===== src/rtl/core_pkg.sv =====
// Core-wide widths and types shared by the writeback path.
package core_pkg;

  localparam int XLEN   = 64;
  localparam int ROB_W  = 6;
  localparam int PREG_W = 7;

  typedef logic [PREG_W-1:0] preg_tag_t;

  // One completed result as it travels from an execution unit to the PRF.
  typedef struct packed {
    preg_tag_t        tag;
    logic [XLEN-1:0]  data;
    logic [ROB_W-1:0] rob;
  } wb_entry_t;

  // Width of an occupancy counter that must represent 0..depth inclusive.
  function automatic int cnt_width(input int depth);
    return $clog2(depth + 1);
  endfunction

endpackage


===== src/rtl/wb_src_fifo.sv =====
// Per-source result buffer: small circular FIFO with flush, exposing its
// head entry and occupancy so the arbiter can pick without extra latency.
module wb_src_fifo
  import core_pkg::*;
#(
  parameter int FIFO_DEPTH = 2,
  localparam int PTR_W = (FIFO_DEPTH > 1) ? $clog2(FIFO_DEPTH) : 1,
  localparam int CNT_W = cnt_width(FIFO_DEPTH)
) (
  input  logic             clk,
  input  logic             reset,
  input  logic             flush,
  input  logic             push,
  input  wb_entry_t        push_entry,
  input  logic             pop,
  output wb_entry_t        head,
  output logic [CNT_W-1:0] count
);

  wb_entry_t        mem_q [FIFO_DEPTH];
  logic [PTR_W-1:0] rd_ptr_q, rd_ptr_d;
  logic [PTR_W-1:0] wr_ptr_q, wr_ptr_d;
  logic [CNT_W-1:0] count_q, count_d;
  logic             do_push;
  logic             do_pop;

  // Pointers wrap explicitly so non-power-of-two depths stay correct.
  function automatic logic [PTR_W-1:0] ptr_inc(input logic [PTR_W-1:0] p);
    return (p == PTR_W'(FIFO_DEPTH - 1)) ? '0 : p + PTR_W'(1);
  endfunction

  // Flush wins over everything; full/empty guards protect against misuse.
  assign do_push = push && !flush && (count_q != CNT_W'(FIFO_DEPTH));
  assign do_pop  = pop  && !flush && (count_q != '0);

  // Next-state for pointers and occupancy (+1 / -1 / hold on enq+deq).
  always_comb begin
    rd_ptr_d = rd_ptr_q;
    wr_ptr_d = wr_ptr_q;
    count_d  = count_q;
    if (flush) begin
      rd_ptr_d = '0;
      wr_ptr_d = '0;
      count_d  = '0;
    end else begin
      if (do_push) wr_ptr_d = ptr_inc(wr_ptr_q);
      if (do_pop)  rd_ptr_d = ptr_inc(rd_ptr_q);
      case ({do_push, do_pop})
        2'b10:   count_d = count_q + CNT_W'(1);
        2'b01:   count_d = count_q - CNT_W'(1);
        default: count_d = count_q;
      endcase
    end
  end

  // Pointer and occupancy registers.
  always_ff @(posedge clk or negedge reset) begin
    if (!reset) begin
      rd_ptr_q <= '0;
      wr_ptr_q <= '0;
      count_q  <= '0;
    end else begin
      rd_ptr_q <= rd_ptr_d;
      wr_ptr_q <= wr_ptr_d;
      count_q  <= count_d;
    end
  end

  // Entry storage; cleared on reset so no stale payload can ever be observed.
  always_ff @(posedge clk or negedge reset) begin
    if (!reset) begin
      for (int i = 0; i < FIFO_DEPTH; i++) begin
        mem_q[i] <= '0;
      end
    end else if (do_push) begin
      mem_q[wr_ptr_q] <= push_entry;
    end
  end

  assign head  = mem_q[rd_ptr_q];
  assign count = count_q;

endmodule


===== src/rtl/wb_arbiter.sv =====
// Writeback arbiter: buffers results from NUM_SRC execution units and grants
// up to two per cycle round-robin onto the PRF write / wakeup ports.
module wb_arbiter
  import core_pkg::*;
#(
  parameter int XLEN       = core_pkg::XLEN,
  parameter int NUM_SRC    = 4,
  parameter int FIFO_DEPTH = 2,
  parameter int ROB_W      = core_pkg::ROB_W
) (
  input  logic                clk,
  input  logic                reset,
  input  logic                flush,
  input  logic [NUM_SRC-1:0]  src_valid,
  output logic [NUM_SRC-1:0]  src_ready,
  input  preg_tag_t           src_tag  [NUM_SRC],
  input  logic [XLEN-1:0]     src_data [NUM_SRC],
  input  logic [ROB_W-1:0]    src_rob  [NUM_SRC],
  output logic                wen0,
  output logic                wen1,
  output preg_tag_t           wtag0,
  output preg_tag_t           wtag1,
  output logic [XLEN-1:0]     wdata0,
  output logic [XLEN-1:0]     wdata1,
  output logic [ROB_W-1:0]    wrob0,
  output logic [ROB_W-1:0]    wrob1
);

  localparam int RR_W  = (NUM_SRC > 1) ? $clog2(NUM_SRC) : 1;
  localparam int CNT_W = cnt_width(FIFO_DEPTH);

  wb_entry_t        head  [NUM_SRC];
  logic [CNT_W-1:0] count [NUM_SRC];
  logic [NUM_SRC-1:0] ne;
  logic [NUM_SRC-1:0] push;
  logic [NUM_SRC-1:0] pop;

  logic [RR_W-1:0] rr_ptr_q, rr_ptr_d;
  logic [RR_W-1:0] g0, g1;
  logic            found0, found1;

  function automatic logic [RR_W-1:0] rr_inc(input logic [RR_W-1:0] p);
    return (p == RR_W'(NUM_SRC - 1)) ? '0 : p + RR_W'(1);
  endfunction

  // One FIFO per source. Ready looks only at registered occupancy, so a full
  // FIFO stays not-ready even while its head is being granted.
  for (genvar gi = 0; gi < NUM_SRC; gi++) begin : g_src
    wb_entry_t push_entry;

    assign ne[gi]        = (count[gi] != '0);
    assign src_ready[gi] = (count[gi] < CNT_W'(FIFO_DEPTH)) && !flush;
    assign push[gi]      = src_valid[gi] && src_ready[gi];
    assign pop[gi]       = (wen0 && (g0 == RR_W'(gi))) ||
                           (wen1 && (g1 == RR_W'(gi)));
    assign push_entry    = '{tag: src_tag[gi], data: src_data[gi], rob: src_rob[gi]};

    wb_src_fifo #(
      .FIFO_DEPTH (FIFO_DEPTH)
    ) u_fifo (
      .clk        (clk),
      .reset      (reset),
      .flush      (flush),
      .push       (push[gi]),
      .push_entry (push_entry),
      .pop        (pop[gi]),
      .head       (head[gi]),
      .count      (count[gi])
    );
  end

  // Two-grant round-robin pick from registered FIFO state: g0 scans from the
  // pointer, g1 scans from just past g0 and can never land on g0 again.
  always_comb begin : pick
    logic [RR_W-1:0] cand;
    cand   = '0;
    found0 = 1'b0;
    found1 = 1'b0;
    g0     = '0;
    g1     = '0;
    for (int k = 0; k < NUM_SRC; k++) begin
      cand = RR_W'((int'(rr_ptr_q) + k) % NUM_SRC);
      if (!found0 && ne[cand]) begin
        found0 = 1'b1;
        g0     = cand;
      end
    end
    for (int k = 1; k < NUM_SRC; k++) begin
      cand = RR_W'((int'(g0) + k) % NUM_SRC);
      if (found0 && !found1 && ne[cand]) begin
        found1 = 1'b1;
        g1     = cand;
      end
    end
  end

  // Flush suppresses both ports for the cycle it is asserted.
  assign wen0 = found0 && !flush;
  assign wen1 = found1 && !flush;

  // Port payloads are held at zero whenever the port is idle.
  always_comb begin
    wtag0  = '0;
    wdata0 = '0;
    wrob0  = '0;
    wtag1  = '0;
    wdata1 = '0;
    wrob1  = '0;
    if (wen0) begin
      wtag0  = head[g0].tag;
      wdata0 = head[g0].data;
      wrob0  = head[g0].rob;
    end
    if (wen1) begin
      wtag1  = head[g1].tag;
      wdata1 = head[g1].data;
      wrob1  = head[g1].rob;
    end
  end

  // Pointer moves past the last source granted this cycle; holds when idle.
  always_comb begin
    rr_ptr_d = rr_ptr_q;
    if (wen1)      rr_ptr_d = rr_inc(g1);
    else if (wen0) rr_ptr_d = rr_inc(g0);
  end

  // Round-robin pointer register.
  always_ff @(posedge clk or negedge reset) begin
    if (!reset) rr_ptr_q <= '0;
    else        rr_ptr_q <= rr_ptr_d;
  end

endmodule


===== config.mk =====
export PLATFORM = sky130hd
export DESIGN_NAME = wb_arbiter
export DESIGN_NICKNAME = d
export VERILOG_FILES = /design/src/rtl/core_pkg.sv /design/src/rtl/wb_src_fifo.sv /design/src/rtl/wb_arbiter.sv
export SDC_FILE = /design/constraint.sdc
export NUM_CORES = 1
export LEC_CHECK = 0
export ABC_AREA = 1
export CORE_MARGIN = 5
export CORE_UTILIZATION = 50
export CTS_CLUSTER_DIAMETER = 60
export DETAILED_ROUTE_END_ITERATION = 10
export PLACE_DENSITY = 0.74
export SLEW_MARGIN = 5
export SYNTH_ARGS = -nofsm -noshare
export SYNTH_HDL_FRONTEND = slang
export SYNTH_SLANG_ARGS = --single-unit

===== constraint.sdc =====
create_clock -name clk -period 6.3 [get_ports clk]
set_input_delay 1.26 -clock clk [delete_from_list [all_inputs] [get_ports clk]]
set_output_delay 1.26 -clock clk [all_outputs]
set_load 0.02 [all_outputs]

**Yosys cells after proc, flatten, opt, wreduce, memory -nomap -nowiden**

Index checks and enable logic that the tools add are counted.

- Logic and storage cells: 289
- Register bits after elaboration: 634
- Output and inout port bits: 160

- $lt $le $gt $ge: 25
- Equal/unequal tests: 18
- Reductions and logical operators: 75
- Add/subtract/negate cells: 24
- Mux-type cells: 100
- Bitwise gates (word level): 10

Operators by type and width:

| cell | number |
|---|---|
| $mux W77 | 20 |
| $bwmux W154 | 4 |
| $bmux W77 S2 | 2 |
| $demux W77 S1 | 4 |
| $mux W64 | 2 |
| $logic_and A1 B1 Y1 | 46 |
| $mux W1 | 38 |
| $mux W2 | 15 |
| $reduce_bool A2 Y1 | 13 |
| $lt A2 B3 Y1 const B | 7 |
| $add A2 B1 Y2 const B | 8 |
| $eq A2 B2 Y1 const B | 8 |
| $ge A2 B2 Y1 const B | 8 |
| $not A1 Y2 | 8 |
| $pmux W2 S2 | 4 |
| $bmux W1 S2 | 7 |
| $mux W7 | 2 |
| $eq A2 B1 Y1 const B | 6 |
| $mux W6 | 2 |
| $reduce_bool A3 Y1 | 4 |
| $add A1 B1 Y1 const B | 8 |
| $add A2 B2 Y2 const B | 4 |
| $lt A2 B1 Y1 const B | 4 |
| $lt A2 B2 Y1 const B | 4 |
| 7 further kinds | 24 |

**Depth between registers and ports, before layout**

- Depth in word-level cells: 34
- Gate-level depth with buffers: 35

**Modules after synthesis**

A second synthesis with hierarchy kept.

- Cells, all modules: 4,819
- Area, all modules: 34,688.3 um2

Modules (own cells, without submodules):

| module | area an instance (um2) | sequential area each (um2) | times used | cells an instance |
|---|---|---|---|---|
| wb_src_fifo | 7,036.7 | 3,953.8 | 4 | 864 |
| wb_arbiter | 6,541.3 | 50.0 | 1 | 1,363 |

**Worst setup path before layout**

OpenSTA, ideal clock, no wires.

- Path kind: reg-to-output
- Start point: reg g_src[1].u_fifo.count_q[1]
- End point: out wdata1[0]
- Arrival: 3.620 ns
- Stages on the path, launching flop included: 24
- Buffers on the path: 5
- Setup slack: 1.420 ns
- Data required time: 5.040 ns
- Path through: dfrtp_1 -> nor2_2 -> nand2_1 -> nand3_1 -> nand2_2 -> nor2_4 -> nand3_4 -> nand3_4 -> buf_2 -> clkbuf_1 -> clkbuf_1 -> ha_1 -> nand3b_1 -> nand2_2 -> inv_1 -> nand3_1 -> nand2_1 -> nand2_4 -> inv_4 -> buf_6 -> buf_6 -> nand2_1 -> o21ai_0 -> a21oi_1

- Cells in the longest elaborated chain, start to end: 31
- Elaborated cells between the ends (all ways): 51
- Classes of those cells: 3 x add/sub; 32 x mux; 1 x bitwise; 15 x reduce/logical

RTL lines:

| item | line | source |
|---|---|---|
| from (decl) | wb_src_fifo.sv:23 | `logic [CNT_W-1:0] count_q, count_d;` |
| from (signal assigned) | wb_src_fifo.sv:65 | `count_q <= count_d;` |
| $reduce_bool A2 Y1 (*) | wb_arbiter.sv:51 | `assign ne[gi] = (count[gi] != '0);` |
| $bmux W1 S2 | wb_arbiter.sv:83 | `if (!found0 && ne[cand]) begin` |
| $mux W1 (not written as such) | wb_arbiter.sv:83 |  |
| $mux W1 | wb_arbiter.sv:83 |  |
| $logic_not A1 Y1 | wb_arbiter.sv:83 |  |
| $logic_and A1 B1 Y1 | wb_arbiter.sv:83 |  |
| $mux W1 | wb_arbiter.sv:83 |  |
| $logic_not A1 Y1 | wb_arbiter.sv:83 |  |
| [13 not listed] | - |  |
| $mux W1 | wb_arbiter.sv:90 | `if (found0 && !found1 && ne[cand]) begin` |
| $logic_not A1 Y1 | wb_arbiter.sv:90 |  |
| $logic_and A1 B1 Y1 (2 in series) | wb_arbiter.sv:90 |  |
| $mux W2 | wb_arbiter.sv:90 |  |
| $not A2 Y3 (not written as such) | wb_arbiter.sv:116 | `wdata1 = head[g1].data;` |
| $bmux W77 S2 | wb_arbiter.sv:116 |  |
| $mux W77 (2 in series) | - |  |
| $mux W64 (*) | wb_arbiter.sv:114 | `if (wen1) begin` |
| to (decl) | wb_arbiter.sv:24 | `output logic [XLEN-1:0] wdata1,` |

Mark *: on every way between the ends. The rest lies on a longest branch, timed or not. The select of a mux whose other input is x is not followed.

**Final worst setup path**

- Start point: reg g_src[1].u_fifo.count_q[1]
- End point: out wtag1[5]

- Cells in the longest elaborated chain, start to end: 31
- Elaborated cells between the ends (all ways): 51
- Classes of those cells: 3 x add/sub; 32 x mux; 1 x bitwise; 15 x reduce/logical

RTL lines:

| item | line | source |
|---|---|---|
| $reduce_bool A2 Y1 (*) | wb_arbiter.sv:51 |  |
| $bmux W1 S2 | wb_arbiter.sv:83 |  |
| $mux W1 (not written as such) | wb_arbiter.sv:83 |  |
| $mux W1 | wb_arbiter.sv:83 |  |
| $logic_not A1 Y1 | wb_arbiter.sv:83 |  |
| $logic_and A1 B1 Y1 | wb_arbiter.sv:83 |  |
| $mux W1 | wb_arbiter.sv:83 |  |
| $logic_not A1 Y1 | wb_arbiter.sv:83 |  |
| [13 not listed] | - |  |
| $mux W1 | wb_arbiter.sv:90 |  |
| $logic_not A1 Y1 | wb_arbiter.sv:90 |  |
| $logic_and A1 B1 Y1 (2 in series) | wb_arbiter.sv:90 |  |
| $mux W2 | wb_arbiter.sv:90 |  |
| $not A2 Y3 (not written as such) | wb_arbiter.sv:115 | `wtag1 = head[g1].tag;` |
| $bmux W77 S2 | wb_arbiter.sv:115 |  |
| $mux W77 (2 in series) | - |  |
| $mux W7 (*) | wb_arbiter.sv:114 |  |
| to (decl) | wb_arbiter.sv:22 | `output preg_tag_t wtag1,` |

Marked as above.

==> results.md <==
- Initial antenna violation count: 28
- Hold Crit Class: reg2reg
- Initial Util: approximately half
- Num Clock Sinks: roughly 630
- Syn_nets: 4,446
- # IOs: 475
- CTS tree: done
- Antenna Nets Post-Route: 0
- Synth area leader: dfrtp_1
- Worst path max stage delay: 0.67 ns
- CP Data Required Time: between 5 and 6 ns
- Yosys cell types: 40
- CP Capture Type: output pin
- WL/cell: ~22 µm
- Setup-failing EPs final: 0
- Clock latency on the worst-skew pair: roughly 0.62 ns
- Total of max-cap violations: 0
- Fin Setup TNS: 0 ns
- # rows: 93
- CP bufs+invs: 4
- Layout cell share with drive strength beyond 1: 10.0%
- Area post-placement: about 38,000 µm²
- Critical Path Slowest Stage Cell: clkdlybuf4s50_1
- Clock root buffer master: clkbuf_16
- Die X: 266 µm
- Global route overflow: 0
- Post-CTS Setup Inserts: 0
- Crit Path Class: reg2out
- Post-synthesis sequential area ratio: about half
- F_max: 165 MHz
- Vias in the first global route: roughly 27,000
- Initial DRC Count: approximately 3,700
- Critical path, cell by cell: nor2_2 -> nand2_1 -> nand3_1 -> nand2_2 -> nor2_4 -> nand3_1 -> nand2_4 -> inv_2 -> ha_1 -> nand3b_1 -> nand2_2 -> a21oi_2 -> nand2_1 -> nand2_1 -> inv_2 -> buf_12 -> nand2_1 -> a21oi_1 -> clkdlybuf4s50_1
- CTS Buf Count: just over 70
- Final Hold Vio Count: 0
- Final #Nets: 4,769
- # DRC: 0
- Post-layout minimum cycle time: 6.07 ns
- DR vias: slightly above 30,000
- Core Footprint: roughly 65,000 µm²
- Average size of a mapped cell: ~7.9 µm²
- Routability Congestion: 0.960
- Clock-pin slew on the worst setup and hold paths: roughly 0.060 ns
- H-tree depth: 3
- Hold Startpoint: g_src[3].u_fifo.mem_q[152]
- Synthesized flop and latch total: ~630
- Crit Path Max Fanout: 62
- Max_slew headroom: between 30% and 40%
- Reg2Reg Launch Point: g_src[1].u_fifo.count[1]
- Filler cells: between 5,000 and 6,000
- Slew Viols, Final: 0
- Synth area leaders: dfrtp_1 48%, nand2_1 17%, o21ai_0 11%
- Synth Instances: 4,124
- Hold-fix buffers, CTS: 0
- Detailed Routing Iterations Pass 1: 8
- Dpl hpwl: approximately 85,000 µm
- Largest net degree at the start of global routing: 171
- Die height: 266 µm
- IO buf count: ~470
- Share of the synthesized area in the top cell type: around 48%
- Final period util: just under 100%
- Layout area overhead: 23.5%
- Cell Area, Synth: between 30,000 and 40,000 µm²
- Via density: ~5.6
- Status: complete, no violations
- Post-Place Cells: 5,229
- Crit path max-delay family: simple AND/OR/NAND/NOR gates
- Yosys Warn Count: 0
- Final Skew: 0.0289 ns
- Die ar.: between 70,000 and 80,000 µm²
- Fin area: between 40,000 and 50,000 µm²
- Total GRT Usage: about a third
- First-pass GRT wire length: between 150,000 and 200,000 µm
- Non-filler cells, final: ~5,400
- CTS Buffer Depth: 3
- Most used cell, CP: nand2_1
- Fin util: approximately 62%
- Routed WL: around 120,000 µm
- Worst Tran Pin Value: between 1 and 1.5 ns
- CP arrival: 4.81 ns
- CP startpoint kind: register
- Crit. Startpoint: g_src[1].u_fifo.count[1]
[worst register-to-register path, cell delays in order (launching register included)]
cell and delay, ns:
dfrtp_1 0.43, nor2_2 0.23, nand2_1 0.11, nand3_1 0.14, nand2_2 0.10, nor2_4 0.17, nand3_1 0.13, nand2_4 0.10
inv_2 0.05, ha_1 0.30, nand3b_1 0.22, nand2_2 0.10, inv_1 0.07, nand3_1 0.09, nand2_1 0.09, nand2_4 0.14
clkinv_8 0.20, buf_12 0.25, buf_12 0.18, ha_1 0.18, nand3_1 0.18, nand2_1 0.13, nand2_1 0.11, nand2_1 0.08
a21oi_1 0.18, nand2_1 0.07, nand2_1 0.06
[state kept, by name, summed over array words and instances, names as in the netlist]
register / flops
g_src.u_fifo.count: 8
g_src.u_fifo.mem_q: 616
g_src.u_fifo.rd_ptr_q: 4
g_src.u_fifo.wr_ptr_q: 4
rr_ptr_q: 2
[cells in the mapped netlist (all sizes together)]
library cell and instances:
nand2 1450, o21ai 740, dfrtp 634, inv 345
clkbuf 223, mux2 218, a21oi 118, nand3 111
nor2 79, buf 68, a311oi 66, a211oi 36
a221oi 9, ha 7, nand4 5, clkinv 4
o211ai 3, dlygate4sd1 2, nand3b 1, o211a 1
o21a 1, o21bai 1, o22ai 1, xor2 1
[timing repair]
item,4_1_cts,5_1_grt
endpoints found under the hold margin,0,0
cloned,0,0
endpoints found under the setup margin,2,75
pin swaps,0,0
resized for setup,1,24
[final cells by class]
cell class	instances	area, µm²	share of cell area, %
sequential	634	15900	39.3
timing repair buffer	543	5520	13.7
multi-input combinational	2848	14300	35.5
clock inverter	28	288	0.712
inverter	349	1330	3.28
antenna	10	25.0	0.0619
clock buffer	94	1970	4.88
tap	855	1070	2.65
[layout by cell type (no fill, tap or decap), types with 2 or more instances in the layout]
| cell type | instances |
|---|---|
| buf_8 | 2 |
| clkdlybuf4s50_1 | 462 |
| a21oi_2 | 5 |
| nand2_4 | 3 |
| o21ai_1 | 41 |
| clkbuf_8 | 9 |
| dlymetal6s2s_1 | 9 |
| nand2_1 | 1444 |
| diode_2 | 10 |
| a311oi_1 | 66 |
| bufinv_16 | 4 |
| mux2_2 | 218 |
| ha_1 | 7 |
| inv_6 | 6 |
| a221oi_1 | 9 |
| clkbuf_1 | 13 |
| o21ai_0 | 699 |
| a211oi_1 | 36 |
| buf_4 | 50 |
| nor2_2 | 6 |
| clkinv_8 | 2 |
| nand4_1 | 5 |
| nor2_4 | 11 |
| inv_1 | 333 |
| clkinv_2 | 13 |
| inv_2 | 12 |
| buf_12 | 16 |
| dfrtp_1 | 629 |
| buf_6 | 3 |
| nand3_2 | 2 |
| nand2_2 | 3 |
| clkinv_1 | 2 |
| clkinvlp_4 | 3 |
| nor2_1 | 62 |
| o211ai_1 | 3 |
| clkbuf_16 | 72 |
| dfrtp_4 | 4 |
| nand3_1 | 107 |
| nand3_4 | 2 |
| a21oi_1 | 113 |
[metal layers]
| layer | global-route usage [%] | share of wire [%] |
|---|---|---|
| met2 | 42.9 | 40 |
| met3 | 8.87 | 11 |
| met5 | 0 | 0.13 |
| met1 | 50.1 | 45 |
| met4 | 8.06 | 2.9 |
[through the flow]
stage,hold slack [ns],worst slack [ns]
2_1_floorplan,0.437,1.42
3_3_place_gp,0.448,0.780
3_5_place_dp,0.453,0.628
4_1_cts,0.467,0.0974
5_1_grt,0.478,-0.00130
6_report,0.464,0.228
[final timing paths]
path / endpoint / slack (ns) / cells past startpoint
max in group asynchronous: g_src[2].u_fifo.mem_q[132] / 4.19 / 2
min in group asynchronous: g_src[3].u_fifo.mem_q[100] / 0.67 / 1
hold reg to reg: g_src[3].u_fifo.mem_q[152] / 0.46 / 2
setup reg to reg: g_src[3].u_fifo.count[1] / 2.16 / 26
setup / recovery: wtag1[5] / 0.23 / 19
hold / removal: g_src[3].u_fifo.mem_q[152] / 0.46 / 2
[kinds of logic after synthesis]
| family | count (synthesis) | share of synthesized area [%] |
|---|---|---|
| compound gates | 976 | 16.1 |
| xor+xnor | 1 | 0.0268 |
| fa+ha+maj | 7 | 0.267 |
| buf+inv | 642 | 8.07 |
| flops | 634 | 48.4 |
| mux | 218 | 7.50 |
| simple gates | 1646 | 19.6 |
Power is left out: the tool's default activity adds up to more than one toggle a clock period on the data nets, which glitch-free logic cannot reach.
